### config.mk
export PLATFORM = sky130hd
export DESIGN_NAME = gnr_attractor_ctrl
export DESIGN_NICKNAME = d
export VERILOG_FILES = /design/src/rtl/gnr_attractor_ctrl.sv
export SDC_FILE = /design/constraint.sdc
export NUM_CORES = 1
export LEC_CHECK = 0
export CAP_MARGIN = 20
export CORE_UTILIZATION = 35
export DETAILED_ROUTE_END_ITERATION = 16
export HOLD_SLACK_MARGIN = 0.06
export PLACE_DENSITY = 0.57
export REMOVE_ABC_BUFFERS = 1
export SLEW_MARGIN = 5
export SYNTH_ARGS = -nofsm -noshare
export SYNTH_HDL_FRONTEND = slang
export SYNTH_SLANG_ARGS = --single-unit
### constraint.sdc
create_clock -name clk -period 4.1 [get_ports clk]
set_input_delay 1.23 -clock clk [delete_from_list [all_inputs] [get_ports clk]]
set_output_delay 1.23 -clock clk [all_outputs]
set_load 0.1 [all_outputs]
### src/rtl/gnr_attractor_ctrl.sv
// gnr_attractor_ctrl: loads initial states into the GNR nodes and runs Floyd cycle detection to report meet index, attractor state and period.
module gnr_attractor_ctrl #(
  parameter int NUM_NODES = 8,
  parameter int CNT_W = 16,
  parameter int MAX_STEPS = 4096
) (
  input  logic                 clk,
  input  logic                 rst,
  input  logic                 start,
  input  logic [NUM_NODES-1:0] init_base,
  input  logic [CNT_W-1:0]     num_states,
  output logic                 reset_nos,
  output logic                 start_s0,
  output logic                 start_s1,
  output logic [NUM_NODES-1:0] init_state,
  input  logic [NUM_NODES-1:0] s0_vec,
  input  logic [NUM_NODES-1:0] s1_vec,
  output logic                 res_valid,
  input  logic                 res_ready,
  output logic [NUM_NODES-1:0] res_init,
  output logic [NUM_NODES-1:0] res_state,
  output logic [CNT_W-1:0]     res_meet,
  output logic [CNT_W-1:0]     res_period,
  output logic                 res_timeout,
  output logic                 busy,
  output logic                 done
);
  typedef enum logic [3:0] {IDLE, LOAD, RUN_A, RUN_B, CHECK, PER_STEP, PER_CHK, RESULT, DONE} state_t;
  state_t state_q, state_d;
  logic [NUM_NODES-1:0] cur_q, cur_d, cap_q, cap_d;
  logic [CNT_W-1:0] rem_q, rem_d, k_q, k_d, lam_q, lam_d, meet_q, meet_d, per_q, per_d;
  logic to_q, to_d;
  logic [CNT_W-1:0] k_inc, lam_inc;
  logic eq, k_lim, lam_lim, hs;
  assign k_inc = k_q + 1'b1;
  assign lam_inc = lam_q + 1'b1;
  assign eq = s0_vec == s1_vec;
  assign k_lim = k_inc == CNT_W'(MAX_STEPS);
  assign lam_lim = lam_inc == CNT_W'(MAX_STEPS);
  assign hs = state_q == RESULT && res_ready;
  always_ff @(posedge clk) begin
    if (rst) begin
      state_q <= IDLE;
      cur_q <= '0;
      cap_q <= '0;
      rem_q <= '0;
      k_q <= '0;
      lam_q <= '0;
      meet_q <= '0;
      per_q <= '0;
      to_q <= 1'b0;
    end else begin
      state_q <= state_d;
      cur_q <= cur_d;
      cap_q <= cap_d;
      rem_q <= rem_d;
      k_q <= k_d;
      lam_q <= lam_d;
      meet_q <= meet_d;
      per_q <= per_d;
      to_q <= to_d;
    end
  end
  always_comb begin
    state_d = state_q;
    case (state_q)
      IDLE:     state_d = start ? (num_states == '0 ? DONE : LOAD) : IDLE;
      LOAD:     state_d = RUN_A;
      RUN_A:    state_d = RUN_B;
      RUN_B:    state_d = CHECK;
      CHECK:    state_d = eq ? PER_STEP : (k_lim ? RESULT : RUN_A);
      PER_STEP: state_d = PER_CHK;
      PER_CHK:  state_d = (eq || lam_lim) ? RESULT : PER_STEP;
      RESULT:   state_d = hs ? (rem_q == CNT_W'(1) ? DONE : LOAD) : RESULT;
      DONE:     state_d = IDLE;
      default:  state_d = IDLE;
    endcase
  end
  // Datapath next-state; result fields only change outside RESULT so they stay stable while stalled.
  always_comb begin
    cur_d = cur_q;
    cap_d = cap_q;
    rem_d = rem_q;
    k_d = k_q;
    lam_d = lam_q;
    meet_d = meet_q;
    per_d = per_q;
    to_d = to_q;
    if (state_q == IDLE && start) begin
      cur_d = init_base;
      rem_d = num_states;
    end
    if (state_q == LOAD) begin
      k_d = '0;
      lam_d = '0;
      meet_d = '0;
      per_d = '0;
      cap_d = '0;
      to_d = 1'b0;
    end
    if (state_q == CHECK) begin
      k_d = k_inc;
      meet_d = (eq || k_lim) ? k_inc : meet_q;
      to_d = !eq && k_lim;
    end
    if (state_q == PER_CHK) begin
      lam_d = lam_inc;
      per_d = eq ? lam_inc : '0;
      cap_d = eq ? s0_vec : cap_q;
      to_d = !eq && lam_lim;
    end
    if (hs) begin
      cur_d = cur_q + 1'b1;
      rem_d = rem_q - 1'b1;
    end
  end
  always_comb begin
    reset_nos = state_q == LOAD;
    start_s0 = state_q == RUN_A || state_q == RUN_B;
    start_s1 = state_q == RUN_A || state_q == RUN_B || state_q == PER_STEP;
    init_state = cur_q;
    res_valid = state_q == RESULT;
    res_init = cur_q;
    res_state = cap_q;
    res_meet = meet_q;
    res_period = per_q;
    res_timeout = to_q;
    busy = state_q != IDLE;
    done = state_q == DONE;
  end
endmodule
# --- After elaboration in Yosys (flattened, before gate mapping) ---
# Index checks and enable logic that the tools add are counted.
# Widths: inputs -> output; s select.
totals:
  in_bits: 44
  word_cells: 70
  ff_bits: 101
  out_inout_bits: 63
op_classes:
  eq_ne: 14
  n_reduce_logical: 18
  add_sub_neg: 4
  n_mux: 25
op_table:
  columns: ["cell", "n"]
  rows:
  - ["$mux 16", 9]
  - ["$mux 8", 5]
  - ["$add 16x1->16 const B", 2]
  - ["$eq 16x13->1 const B", 2]
  - ["$pmux 4 s8", 1]
  - ["$eq 16x1->1 const B", 1]
  - ["$eq 4x3->1 const B", 4]
  - ["$logic_not 16->1", 1]
  - ["$mux 4", 4]
  - ["$sub 16x1->16 const B", 1]
  - ["$add 8x1->8 const B", 1]
  - ["$eq 4x2->1 const B", 2]
  - ["$eq 8x8->1", 1]
  - ["$mux 3", 2]
  - ["$reduce_bool 2->1", 3]
  - ["$eq 4x1->1 const B", 1]
  - ["$eq 4x4->1 const B", 1]
  - ["$logic_and 1x1->1", 4]
  - ["$logic_not 4->1", 1]
  - ["$logic_or 1x1->1", 4]
  - ["$reduce_and 2->1", 2]
  - ["$reduce_bool 4->1", 1]
  - ["$mux 1", 3]
  - ["$reduce_bool 3->1", 1]
  - ["4 further kinds", 4]

# --- Logic depth before layout (Yosys ltp) ---
depth:
  ltp_word: 5
  depth_mapped: 11
  mapped_depth_nobuf: 8

# --- Worst setup path after synthesis ---
# Ideal clock, no wire load.
synth_path:
  path_kind: "reg-to-output"
  from: "register state_q[1]"
  to: "output port start_s1"
  arrival_ps: 1884
  required_time_ps: 2870
  path_stages_with_launch: 4
  path_buffers: 1
  slack_ps: 986
  path_cell_list: "dfxtp_1 > clkbuf_1 > a21oi_1 > nor2_1"
synth_between:
  elab_chain_len: 3
  word_cells_on_any_way: 5
  classes_between: "eq/ne: 3; reduce/logical: 2"
synth_lines:
  columns: ["item", "line", "rtl"]
  rows:
  - ["start, declared", "29", "state_t state_q, state_d;"]
  - ["start signal, assigned", "53", "state_q <= state_d;"]
  - ["$eq 4x2->1", "120", "start_s1 = state_q == RUN_A || state_q == RUN_B || state_q == PER_STEP;"]
  - ["$logic_or 1x1->1", "120", null]
  - ["$logic_or 1x1->1 (*)", "120", null]
  - ["end, declared", "14", "output logic start_s1,"]
# Mark *: on every way between the ends. The rest lies on a longest branch, timed or not.

# --- Worst setup path after layout ---
layout_path:
  from: "register cur_q[3], in the netlist init_state[3]"
  to: "output port init_state[3]"
layout_lines:
  columns: ["item", "line", "rtl"]
  rows:
  - ["start, declared", "30", "logic [NUM_NODES-1:0] cur_q, cur_d, cap_q, cap_d;"]
  - ["start signal, assigned", "54", "cur_q <= cur_d;"]
  - ["end, declared", "15", "output logic [NUM_NODES-1:0] init_state,"]
# No word-level cell between the ends.

==> flow_metrics.py <==
metrics = {
    "detailed_routing": {
        "ant_nets": 0,
        "wl_um": 15300,
        "vias": 5271,
        "drc": 0,
        "post_drt_wl_per_cell_um": 16.4,
        "dr.pass1.iters": 5,
        "viasPerCell": 5.63,
        "drtIter0Drc": 346,
    },
    "yosys": {
        "yosysMostFrequentCell": "nor2_1",
        "netlist_top_cells_area": "dfxtp_1, nor2_1, a21oi_1",
        "synth-edff-count": 0,
        "yosysSeqAreaShare": 0.377,
        "syn_area_mm2": 0.00536,
        "synth_top_area_cell": "dfxtp_1",
        "syn_inst": 682,
        "yosys.area.top_type_share": 0.377,
        "ys_ff_latch": 101,
        "yosys_warnings": 0,
        "ys_top_cells_by_count": "nor2_1, dfxtp_1, a21oi_1",
        "synth.avg_cell_area_um2": 7.86,
        "synthDistinctLibCells": 66,
        "ys_async_sr_fraction": 0,
        "synth-main-ff-cell": "dfxtp_1",
    },
    "sta": {
        "finalClockSkew_ns": 0.0116,
        "final-hold-violation-count": 0,
        "max_freq_mhz": 311,
        "setup_viol": 0,
        "fin_tns_setup_ns": 0,
        "tightest_slew_ns": 1.01,
        "max_slew_margin": 0.327,
        "slew_viol_final": 0,
        "setup_ws_ns": 0.886,
        "rsz0062_at_grt": "no",
        "fin_crit_ns": 3.21,
        "period_share": 0.784,
    },
    "placement": {
        "dpl.hpwl_um": 11100,
        "gp_congestion": 0.845,
        "placement.io_buffers": 106,
        "place_area_mm2": 0.00641,
        "dp_worst_setup_slack_ns": 0.637,
    },
    "setup_path": {
        "cp.required_ns": 2.87,
        "slowest_delay_ns": 1.18,
        "cp_max_fo": 7,
        "cp_top_family": "buffers and inverters",
        "cp_slowest_cell": "clkdlybuf4s50_1",
        "cp.depth": 1,
        "crit_buf_inv": 1,
        "r2r_start": "k_q[1]",
        "r2r-end": "res_meet[12]",
        "startpoint": "init_state[3]",
        "endpoint_kind": "primary output",
        "critPathKind": "flop to primary output",
        "crit_chain": "clkdlybuf4s50_1",
        "ff2ff_path_depth": 8,
        "cp-start-kind": "flop",
        "r2r_slack_ns": 0.94,
        "cp.arrival_ns": 1.98,
        "endpoint": "init_state[3]",
    },
    "cts": {
        "cts.sinks": 101,
        "cts_tree": "built",
        "insertion_delay_ns": 0.36,
        "clock-root-buffer": "clkbuf_16",
        "cts_max_path_buffers": 2,
        "cts_buffers": 9,
        "cts-resized-gates": 0,
        "clk_pin_slew_ns": 0.08,
        "post_cts.repair.setup_buffers": 0,
        "holdBufCountCts": 0,
        "htree_levels": 3,
    },
    "die": {
        "die_x_um": 126,
        "num_rows": 44,
        "core_mm2": 0.0148,
        "die_y_um": 126,
        "floorplan.initialDensity": 0.363,
        "io_pins": 107,
        "die_area_mm2": 0.0158,
    },
    "global_routing": {
        "grt_pass1_wl_um": 25000,
        "grt_antenna_before_repair": 0,
        "grt_overflow": 0,
        "gr-usage-all-layers": 0.195,
        "grt_pass1_vias": 5019,
        "grt_max_degree": 35,
    },
    "cells_and_area": {
        "drive_gt1_frac": 0.0637,
        "antenna_cells": 0,
        "synthToLayoutAreaGrowth_pct": 25.0,
        "final_area_mm2": 0.00670,
        "fin_nets": 799,
    },
    "power_and_ir_drop": {
        "vdd_ir_drop_max_mv": 0.193,
        "power.internal_mw": 1.60,
        "power_frac_seq": 0.436,
        "p_leak_nw": 2.33,
        "p_per_area_mw_per_mm2": 357,
        "power_mw": 2.39,
        "p_sw_frac": 0.332,
        "combPwrFrac": 0.210,
        "p_sw_mw": 0.794,
        "clockPowerShare": 0.354,
    },
    "status": {
        "outcome": "finished clean",
    },
    "flow_run": {
        "cap_violations": 0,
    },
    "hold_path": {
        "hp-class": "flop to flop",
        "holdPathStages": 2,
    },
}
-- worst min path at each step --
stage                     slack [ns]            to          from
after floorplan                 0.45      rem_q[4]      rem_q[4]
after global placement          0.44  res_state[5]  res_state[5]
after detailed placement        0.45  res_meet[10]  res_meet[10]
after CTS                       0.46  res_state[6]  res_state[6]
after global routing            0.49  res_state[5]  res_state[5]
final                           0.46  res_state[6]  res_state[6]
-- final cells by class --
type                    count  area, um2
fillers                  1475       8050
multi-input cells         513       3000
flip-flops and latches    101       2020
repair buffers            116       1130
clock buffers              10        239
well taps                 184        230
clock inverters             6       51.3
inverters                   7       26.3
-- through the flow --
step,utilization,std cells,hold WS [ns]
after detailed placement,0.434,921,0.451
after global routing,0.454,937,0.491
final,0.454,937,0.463
after global placement,0.434,921,0.441
after CTS,0.454,937,0.462
after floorplan,-,621,0.455
-- routing by layer --
layer,routed length (um),track usage,vias up
li1,-,-,2594
met1,6980,0.243,2529
met2,7410,0.332,121
met3,572,0.0370,27
met4,359,0.0723,0
met5,0,0,-
-- cells in the final DEF, fill, tap and decap left out, drive strengths merged, types with 3 or more instances in the layout --
cell type / Yosys / final
nor2: 107 / 107
dfxtp: 101 / 101
clkdlybuf4s50: 0 / 99
a21oi: 64 / 64
nand2: 56 / 56
nand3: 32 / 32
a22oi: 28 / 28
xnor2: 23 / 23
nor3: 23 / 23
o21ai: 21 / 21
nand4: 17 / 17
buf: 20 / 17
nor4: 14 / 14
and3: 11 / 11
inv: 7 / 11
clkbuf: 41 / 10
xor2: 9 / 9
o211ai: 8 / 8
ha: 7 / 7
a221oi: 6 / 6
or3: 6 / 6
a211oi: 6 / 6
and4: 6 / 6
nand3b: 5 / 5
and2: 5 / 5
a21o: 5 / 5
a32oi: 4 / 4
nor3b: 4 / 4
nor2b: 3 / 3
o41ai: 3 / 3
a31oi: 3 / 3
-- logic make-up (layout without fill, tap and decap cells) --
logic type / after synthesis / after routing / synth area share
and+or+nand+nor: 298 / 298 / 0.271
AOI/OAI and AO/OA: 174 / 174 / 0.216
adders and majority gates: 7 / 7 / 0.0163
muxes: 2 / 2 / 0.00397
DFF: 101 / 101 / 0.377
buffers and inverters: 68 / 139 / 0.0632
xor gates and xnor gates: 32 / 32 / 0.0523
-- flip-flops by register name, summed over array words and instances, names as in the netlist --
register	cells
init_state	8
k_q	16
lam_q	16
rem_q	16
res_meet	16
res_period	16
res_state	8
res_timeout	1
state_q	4
-- power by group through the flow --
stage	registers [mW]	clock network [mW]	logic (mW)
after floorplan	1.18	0	0.210
after global placement	1.06	0	0.498
after detailed placement	1.06	0	0.503
after CTS	1.04	0.871	0.504
after global routing	1.05	0.906	0.532
final	1.04	0.846	0.502
No activity file was read; power rests on OpenSTA's default activity.
==> RTL edit, RTL diff (same flow settings) <==
Take the reset off `k_q` and load it in a clocked block of its own.
--- a/src/rtl/gnr_attractor_ctrl.sv
+++ b/src/rtl/gnr_attractor_ctrl.sv
@@ -44,7 +44,6 @@
       cur_q <= '0;
       cap_q <= '0;
       rem_q <= '0;
-      k_q <= '0;
       lam_q <= '0;
       meet_q <= '0;
       per_q <= '0;
@@ -54,12 +53,15 @@
       cur_q <= cur_d;
       cap_q <= cap_d;
       rem_q <= rem_d;
-      k_q <= k_d;
       lam_q <= lam_d;
       meet_q <= meet_d;
       per_q <= per_d;
       to_q <= to_d;
     end
+  end
+
+  always_ff @(posedge clk) begin
+    k_q <= k_d;
   end
   always_comb begin
     state_d = state_q;
Function: no difference found for any inputs over 10 cycles, from zero or initial values and one cycle with rst high; that may be too few to reach the edited logic, so the function may still have changed.
==> RTL edit against the unedited design <==
- largest power group unchanged
- setup slack worse by 330 ps
- global-route usage down 1.1 points
- sequential cell count unchanged
- total power up 5.7%
- area after synthesis down 2.4%
- clock skew down 2.6 ps
- count of clock-buffer cells in the layout unchanged
- cell area down 0.47%
- non-clock buffer count up 1
- wire length down 8.9%
==> RTL edit: results (changes against the unedited design) <==
stage,metric,value,unit,change
run_status,status,"complete, no violations",,unchanged
placement,hpwl dp,9890,um,was 11100 um
detailed_routing,routed via count,4895,,was 5271
worst_setup_path,CP startpoint,state_q[2]$_SDFF_PP0_,,was init_state[3]$_SDFFE_PP0P_
worst_setup_path,"reg-to-reg slack, setup",1180,ps,was 940 ps
timing,Max Clock Skew,9.01,ps,was 11.6 ps
yosys,Post-synth top cells,"92 x nor2_1, 85 x dfxtp_1, 59 x a21oi_1, 51 x nand2_1, 37 x nand3_1",,"was 107 x nor2_1, 101 x dfxtp_1, 64 x a21oi_1, 56 x nand2_1, 40 x clkbuf_1"
worst_setup_path,Crit Path Max Fanout,15,,was 7
worst_setup_path,worst r2r src,k_q[0]$_DFFE_PP_,,was k_q[1]$_SDFFE_PP0P_
detailed_routing,DR WL/cell,15.5,um,was 16.4 um
worst_setup_path,Setup crit end,reset_nos,,was init_state[3]
pwr,Worst VDD drop,221,uV,was 193 uV
worst_setup_path,CP max stage delay,550,ps,was 1180 ps
min_path,Hold Path Sink,res_state[7]$_SDFFE_PP0P_,,was res_state[6]$_SDFFE_PP0P_
yosys,ranking of synthesized cells by area,"dfxtp_1 33%, edfxtp_1 9.2%, nor2_1 6.6%, a21oi_1 5.6%, a22oi_1 3.7%",,"was dfxtp_1 38%, nor2_1 7.5%, a21oi_1 6.0%, nand2_1 3.9%, a22oi_1 3.8%"
yosys,Post-synth EDFFs,16,,was 0
min_path,HP Start,res_state[7]$_SDFFE_PP0P_,,was res_state[6]$_SDFFE_PP0P_
pwr,Pleak,0.00231,uW,was 0.00233 uW
layout,share of cells above drive strength 1,5.59,%,was 6.37%
placement,GPL Wtd Cong,0.833,,was 0.845
yosys,share of the yosys chip area belonging to registers,41.7,%,was 37.7%
yosys,Yosys cell types,60,,was 66
min_path,min-delay worst type,flip-flop to flip-flop,,unchanged
worst_setup_path,Reg-to-Reg End,res_meet[7]$_SDFFE_PP0P_,,was res_meet[12]$_SDFFE_PP0P_
global_route,first-pass GRT wire length,23200,um,was 25000 um
global_route,initial antenna violation count,0,,unchanged
global_route,vias in the first global route,4694,,was 5019
timing,Worst Tran Pin Value,1020,ps,was 1010 ps
detailed_routing,1st-iter DRT viols,325,,was 346
worst_setup_path,Critical-path top delay cell,nand3b_1,,was clkdlybuf4s50_1
layout,"Net count, final",762,,was 799
global_route,Overall Global Routing Usage,18.4,%,was 19.5%
global_route,largest net degree at the start of global routing,33,,was 35
-- RTL edit: cell type report --
type,instances,area (um^2)
clock inverters,6,77.6
clock buffers,10,229
multi-input cells,473,2790
well taps,184,230
inverters,9,33.8
flip-flops and latches,101,2180
fillers,1453,7870
repair buffers,117,1120
-- RTL edit: per-layer routing --
metal	wire, um	track usage, %	up-vias
met1	6420	23.6	2325
met4	290	6.52	0
met5	0	0	-
met3	457	4.04	23
met2	6790	30.2	102
li1	-	-	2445
-- RTL edit: logic make-up (layout without fill, tap and decap cells) --
kind of cell	Yosys count	count (layout)	synth area share, %
XOR/XNOR	38	38	6.36
AO/OA/AOI/OAI	156	156	19.6
multiplexers	2	2	0.406
flip-flops	101	101	41.7
adder cells (fa/ha/maj)	7	7	1.67
AND/OR/NAND/NOR	270	270	25.4
buffers and inverters	57	142	4.93
-- RTL edit: where the power goes --
part / leakage (uW) / switching (uW) / internal [uW]
Combinational: 0.00131 / 367 / 158
Sequential: 0.000842 / 56.2 / 1050
Clock: 0.000151 / 362 / 529
-- RTL edit: stage by stage --
| step | setup WS, ps | hold WS (ps) | power (uW) | std cells | instance area [um^2] |
|---|---|---|---|---|---|
| detailed placement | 638 | 445 | 1660 | 884 | 6360 |
| global placement | 708 | 438 | 1650 | 884 | 6360 |
| CTS | 536 | 454 | 2550 | 900 | 6670 |
| floorplan | -683 | 434 | 1470 | 583 | 5010 |
| global route | 309 | 471 | 2630 | 900 | 6670 |
| finish | 555 | 453 | 2530 | 900 | 6670 |
-- RTL edit: critical path, delay by kind of cell (launching register included) --
family	cells	cell delay [ps]
flip-flops	1	390
buffers and inverters	2	750
AND/OR/NAND/NOR	2	820
